$ cat config.mk
export PLATFORM = sky130hd
export DESIGN_NAME = vector_store_unit
export DESIGN_NICKNAME = d
export VERILOG_FILES = /design/src/rtl/vector_store_unit.sv
export SDC_FILE = /design/constraint.sdc
export NUM_CORES = 2
export LEC_CHECK = 0
export CAP_MARGIN = 20
export CORE_AREA = 2 2 373 375
export DETAILED_ROUTE_END_ITERATION = 6
export DIE_AREA = 0 0 375 377
export HOLD_SLACK_MARGIN = 0.03
export SLEW_MARGIN = 20
export SYNTH_ARGS = -nofsm -noshare
export SYNTH_HDL_FRONTEND = slang
export SYNTH_SLANG_ARGS = --single-unit
$ cat constraint.sdc
create_clock -name CLK -period 57.8 [get_ports CLK]
set_input_delay 17.34 -clock CLK [delete_from_list [all_inputs] [get_ports CLK]]
set_output_delay 17.34 -clock CLK [all_outputs]
set_load 0.02 [all_outputs]
$ cat src/rtl/vector_store_unit.sv
// rtl/vector_store_unit.sv - latch a result vector and stream it to data memory in L-lane chunks; VSTORE_STRIDE_EN enables strided addressing
module vector_store_unit #(
   parameter int N = 32,
   parameter int V = 20,
   parameter int L = 4,
   parameter int A = 32
) (
   input  logic                  CLK,
   input  logic                  RST,
   input  logic                  start_i,
   input  logic [A-1:0]          addr_i,
   input  logic [A-1:0]          stride_i,
   input  logic [V-1:0][N-1:0]   vector_i,
   input  logic                  mem_ready_i,
   output logic [L-1:0]          MemWE_o,
   output logic [L-1:0][A-1:0]   MemAddr_o,
   output logic [L-1:0][N-1:0]   MemWD_o,
   output logic                  busy_o,
   output logic                  done_o
);

   localparam int C  = (V + L - 1) / L;
   localparam int KW = (C > 1) ? $clog2(C) : 1;
   localparam int IW = (V > 1) ? $clog2(V) : 1;
   localparam logic [KW-1:0] K_LAST = KW'(C - 1);

   typedef enum logic [1:0] {IDLE, STORE, DONE} state_t;

   state_t              state, state_n;
   logic [KW-1:0]       k, k_n;
   logic                load;
   logic [V-1:0][N-1:0] vec_q, vec_src;
   logic [A-1:0]        base_q, base_src;
   logic [L-1:0]        we_n;
   logic [L-1:0][A-1:0] addr_n;
   logic [L-1:0][N-1:0] wd_n;
   int                  e;
`ifdef VSTORE_STRIDE_EN
   logic [A-1:0]        stride_q, stride_src;
`else
   logic                unused_stride;
   assign unused_stride = ^stride_i;
`endif

   // State and chunk index register
   always_ff @(posedge CLK or posedge RST) begin
      if (RST) begin
         state <= IDLE;
         k     <= '0;
      end else begin
         state <= state_n;
         k     <= k_n;
      end
   end

   // Next state: accept a start only when not storing, advance chunk on accepted handshake
   always_comb begin
      state_n = state;
      k_n     = k;
      load    = 1'b0;
      case (state)
         IDLE: begin
            if (start_i) begin
               state_n = STORE;
               k_n     = '0;
               load    = 1'b1;
            end
         end
         STORE: begin
            if (mem_ready_i) begin
               if (k == K_LAST) state_n = DONE;
               else             k_n = k + KW'(1);
            end
         end
         DONE: begin
            k_n = '0;
            if (start_i) begin
               state_n = STORE;
               load    = 1'b1;
            end else begin
               state_n = IDLE;
            end
         end
         default: begin
            state_n = IDLE;
            k_n     = '0;
         end
      endcase
   end

   // Latched operands; frozen for the whole store so a mid-store start has no effect
   always_ff @(posedge CLK or posedge RST) begin
      if (RST) begin
         vec_q    <= '0;
         base_q   <= '0;
`ifdef VSTORE_STRIDE_EN
         stride_q <= '0;
`endif
      end else if (load) begin
         vec_q    <= vector_i;
         base_q   <= addr_i;
`ifdef VSTORE_STRIDE_EN
         stride_q <= stride_i;
`endif
      end
   end

   // Next chunk contents, taken from the incoming operands on the cycle they are latched
   always_comb begin
      we_n     = '0;
      addr_n   = '0;
      wd_n     = '0;
      e        = 0;
      vec_src  = load ? vector_i : vec_q;
      base_src = load ? addr_i : base_q;
`ifdef VSTORE_STRIDE_EN
      stride_src = load ? stride_i : stride_q;
`endif
      if (state_n == STORE) begin
         for (int j = 0; j < L; j++) begin
            e = int'(k_n) * L + j;
            if (e < V) begin
               we_n[j] = 1'b1;
               wd_n[j] = vec_src[IW'(e)];
`ifdef VSTORE_STRIDE_EN
               addr_n[j] = base_src + A'(e) * stride_src;
`else
               addr_n[j] = base_src + A'(e);
`endif
            end
         end
      end
   end

   // Registered outputs; a stalled chunk recomputes identically so it is held
   always_ff @(posedge CLK or posedge RST) begin
      if (RST) begin
         MemWE_o   <= '0;
         MemAddr_o <= '0;
         MemWD_o   <= '0;
         busy_o    <= 1'b0;
         done_o    <= 1'b0;
      end else begin
         MemWE_o   <= we_n;
         MemAddr_o <= addr_n;
         MemWD_o   <= wd_n;
         busy_o    <= (state_n == STORE);
         done_o    <= (state_n == DONE);
      end
   end

endmodule

==> impl_metrics.env <==
export IMPL_status="finished clean"
export IMPL_via_count=34640
export IMPL_drc=0
export IMPL_post_cts_setup_buffers=0
export IMPL_first_iter_violations=2554
export IMPL_synth_async_reset_ratio=1.000
export IMPL_synth_edf_count=0
export IMPL_portBuffers=937
export IMPL_netlist_instances=4494
export IMPL_peakVddDrop_uv=47.79
export IMPL_grt_usage=0.2140
export IMPL_min_path_type="flop to flop"
export IMPL_slew_headroom=0.2687
export IMPL_drv_cap=0
export IMPL_area_growth_pct=36.26
export IMPL_design_power_total_w=0.003395
export IMPL_setup_violations_final=0
export IMPL_worstMarginPinSlew_ns=1.066
export IMPL_gp_congestion=0.9052
export IMPL_nFillCells=13530
export IMPL_fin_area_um2=55730
export IMPL_r2r_slack_ns=52.30
export IMPL_cts_resized=0
export IMPL_clock_latency_ns=0.73
export IMPL_max_freq_mhz=45.54
export IMPL_syn_area_um2=40900
export IMPL_antenna_found_initial=63
export IMPL_pre_cts_ws_ns=34.71
export IMPL_dpl_cell_area_um2=51770
export IMPL_p_leak_nw=26.47
export IMPL_ys_seq_area_frac=0.5727
export IMPL_drive_gt1_frac=0.07243
export IMPL_grt_pass1_wl_mm=226.9
export IMPL_reg2reg_from="k[0]$_DFF_PP0_"
export IMPL_yosysTopAreaCellShare=0.5727
export IMPL_dieArea_um2=141400
export IMPL_clock_sinks=936
export IMPL_finalWorstSetupSlack_ns=35.84
export IMPL_rows=136
export IMPL_worstSetupPathType="input pin to flop"
export IMPL_fp_dieW_um=375
export IMPL_syn_nets=5213
export IMPL_cts_buffers=107
export IMPL_synth_seq_cells=936
export IMPL_start_kind="input pin"
export IMPL_design_core_area_um2=137000
export IMPL_cellPowerDensity_nw_per_um2=60.92
export IMPL_finalClockSkew_ns=0.03705
export IMPL_synthFlopType="dfrtp_1"
export IMPL_synth_top_cell_by_area="dfrtp_1"
export IMPL_final_common_cell="nand2_1"
export IMPL_min_period_ns=21.96
export IMPL_num_nets_final=6027
export IMPL_cts_root_buf="clkbuf_16"
export IMPL_end_kind="flop"
export IMPL_clk_pin_slew_worst_paths_ns=0.06
export IMPL_drt_antenna_violating_nets=0
export IMPL_r2r_cells=12
export IMPL_min_delay_start="vec_q[1]$_DFF_PP0_"
export IMPL_required_ns=58.38
export IMPL_synth_cell_types=63
export IMPL_fin_hold_ws_ns=0.4619
export IMPL_critPathMaxFanout=63
export IMPL_routed_wirelength_mm=157.1
export IMPL_dp_final_hpwl_mm=109.3
export IMPL_hold_depth=2
export IMPL_rsz0062_at_grt="false"
export IMPL_initial_core_util=0.2986
export IMPL_viasPerCell=4.787
export IMPL_clk_path_buf_depth=3
export IMPL_grt_pass1_vias=34420
export IMPL_yosys_warnings=0
export IMPL_synth_area_leaders="dfrtp_1 57%, nand2_1 19%, mux2_2 3.5%, a221oi_1 2.7%, o21a_1 2.4%"
export IMPL_finalCritPeriodShare=0.3799
export IMPL_final_cell_mix="2030 x nand2_1, 937 x clkdlybuf4s50_1, 936 x dfrtp_1"
export IMPL_worstReg2RegEnd="MemWD_o[81]$_DFF_PP0_"
export IMPL_timing_hold_violations_final=0
export IMPL_ctsHoldBuffers=0
export IMPL_maxSlewViolCount=0
export IMPL_grt_max_degree=155
export IMPL_setup_tns_ns=0
export IMPL_cts_tree="yes"
export IMPL_ioPinCount=970
export IMPL_hold_path_endpoint="vec_q[1]$_DFF_PP0_"
export IMPL_die_y_um=377
export IMPL_synth_area_per_cell_um2=9.101
export IMPL_htree_levels=3
export IMPL_arrival_ns=22.54
export IMPL_overflow=0
export IMPL_routedWlPerCell_um=21.71
export IMPL_drt_first_pass_iters=7
==> layer usage <==
metal	global-route usage	wire, um	vias up
li1	-	-	16120
met1	0.2705	65610	17080
met2	0.3455	74930	1134
met3	0.05557	10540	274
met4	0.09267	5798	26
met5	0	173	-
==> cell type report <==
| type | count | area, um^2 | area share |
|---|---|---|---|
| inverter | 33 | 146.4 | 0.002627 |
| sequential | 936 | 23420 | 0.4203 |
| antenna | 43 | 107.6 | 0.001931 |
| multi-input combinational | 3237 | 16160 | 0.2899 |
| clock buffer | 165 | 3257 | 0.05844 |
| tap | 1794 | 2245 | 0.04028 |
| clock inverter | 34 | 559.3 | 0.01004 |
| timing repair buffer | 993 | 9836 | 0.1765 |
==> kinds of logic (layout without fill, tap and decap cells) <==
family,count (synthesis),count (layout),share of synthesized area
AO/OA/AOI/OAI,456,456,0.07761
other,0,43,0
buffers and inverters,321,1225,0.03289
multiplexers,202,202,0.05454
XOR/XNOR,61,61,0.01306
AND/OR/NAND/NOR,2507,2507,0.2457
flip-flops,936,936,0.5727
adder cells (fa/ha/maj),11,11,0.003549
==> stage by stage <==
stage | cells | utilization
CTS | 7191 | 0.4058
detailed placement | 6992 | 0.3780
global route | 7230 | 0.4068
global placement | 6992 | 0.3780
floorplan | 4494 | -
finish | 7235 | 0.4068
==> sequential cells by signal, indices dropped and copies added (netlist names) <==
| register | flops |
|---|---|
| MemWD_o | 128 |
| k | 3 |
| base_q | 32 |
| MemWE_o | 2 |
| vec_q | 640 |
| MemAddr_o | 127 |
| busy_o | 1 |
| done_o | 1 |
| state | 2 |
==> power by group <==
group | internal (W) | leakage [nW] | switching [W] | total, W
Sequential | 0.000947 | 11.8 | 0.0000854 | 0.00103
Clock | 0.000431 | 1.87 | 0.000298 | 0.000729
Combinational | 0.000588 | 12.8 | 0.00105 | 0.00163
Total | 0.00197 | 26.5 | 0.00143 | 0.00340
==> worst max-delay path, stage by stage <==
cell and delay, ns:
clkdlybuf4s50_1 0.53, a21bo_2 0.25, and2_1 0.19, o21ai_4 0.15, buf_4 0.65, buf_4 0.72
buf_4 0.73, buf_4 0.73, mux2_2 0.42, a221oi_1 0.56, nor2_1 0.10
==> cells in the mapped netlist, drive strengths merged, types with 27 or more instances <==
master / number
mux2: 129
a221oi: 127
nor2: 225
nand2: 2030
dfrtp: 936
a21oi: 27
xnor2: 57
o21ai: 145
buf: 96
nor3: 34
inv: 29
mux2i: 73
clkbuf: 192
o21a: 130
nand2b: 141
==> worst max path at each step <==
stage	to	startpoint	slack, ns
4_1_cts	vec_q[377]$_DFF_PP0_	RST	35.53
3_5_place_dp	base_q[3]$_DFF_PP0_	RST	34.71
3_3_place_gp	base_q[3]$_DFF_PP0_	RST	34.74
6_report	MemWD_o[81]$_DFF_PP0_	mem_ready_i	35.84
2_1_floorplan	MemAddr_o[0]$_DFF_PP0_	RST	14.14
5_1_grt	MemAddr_o[66]$_DFF_PP0_	RST	35.18
No activity file was read; power rests on OpenSTA's default activity.
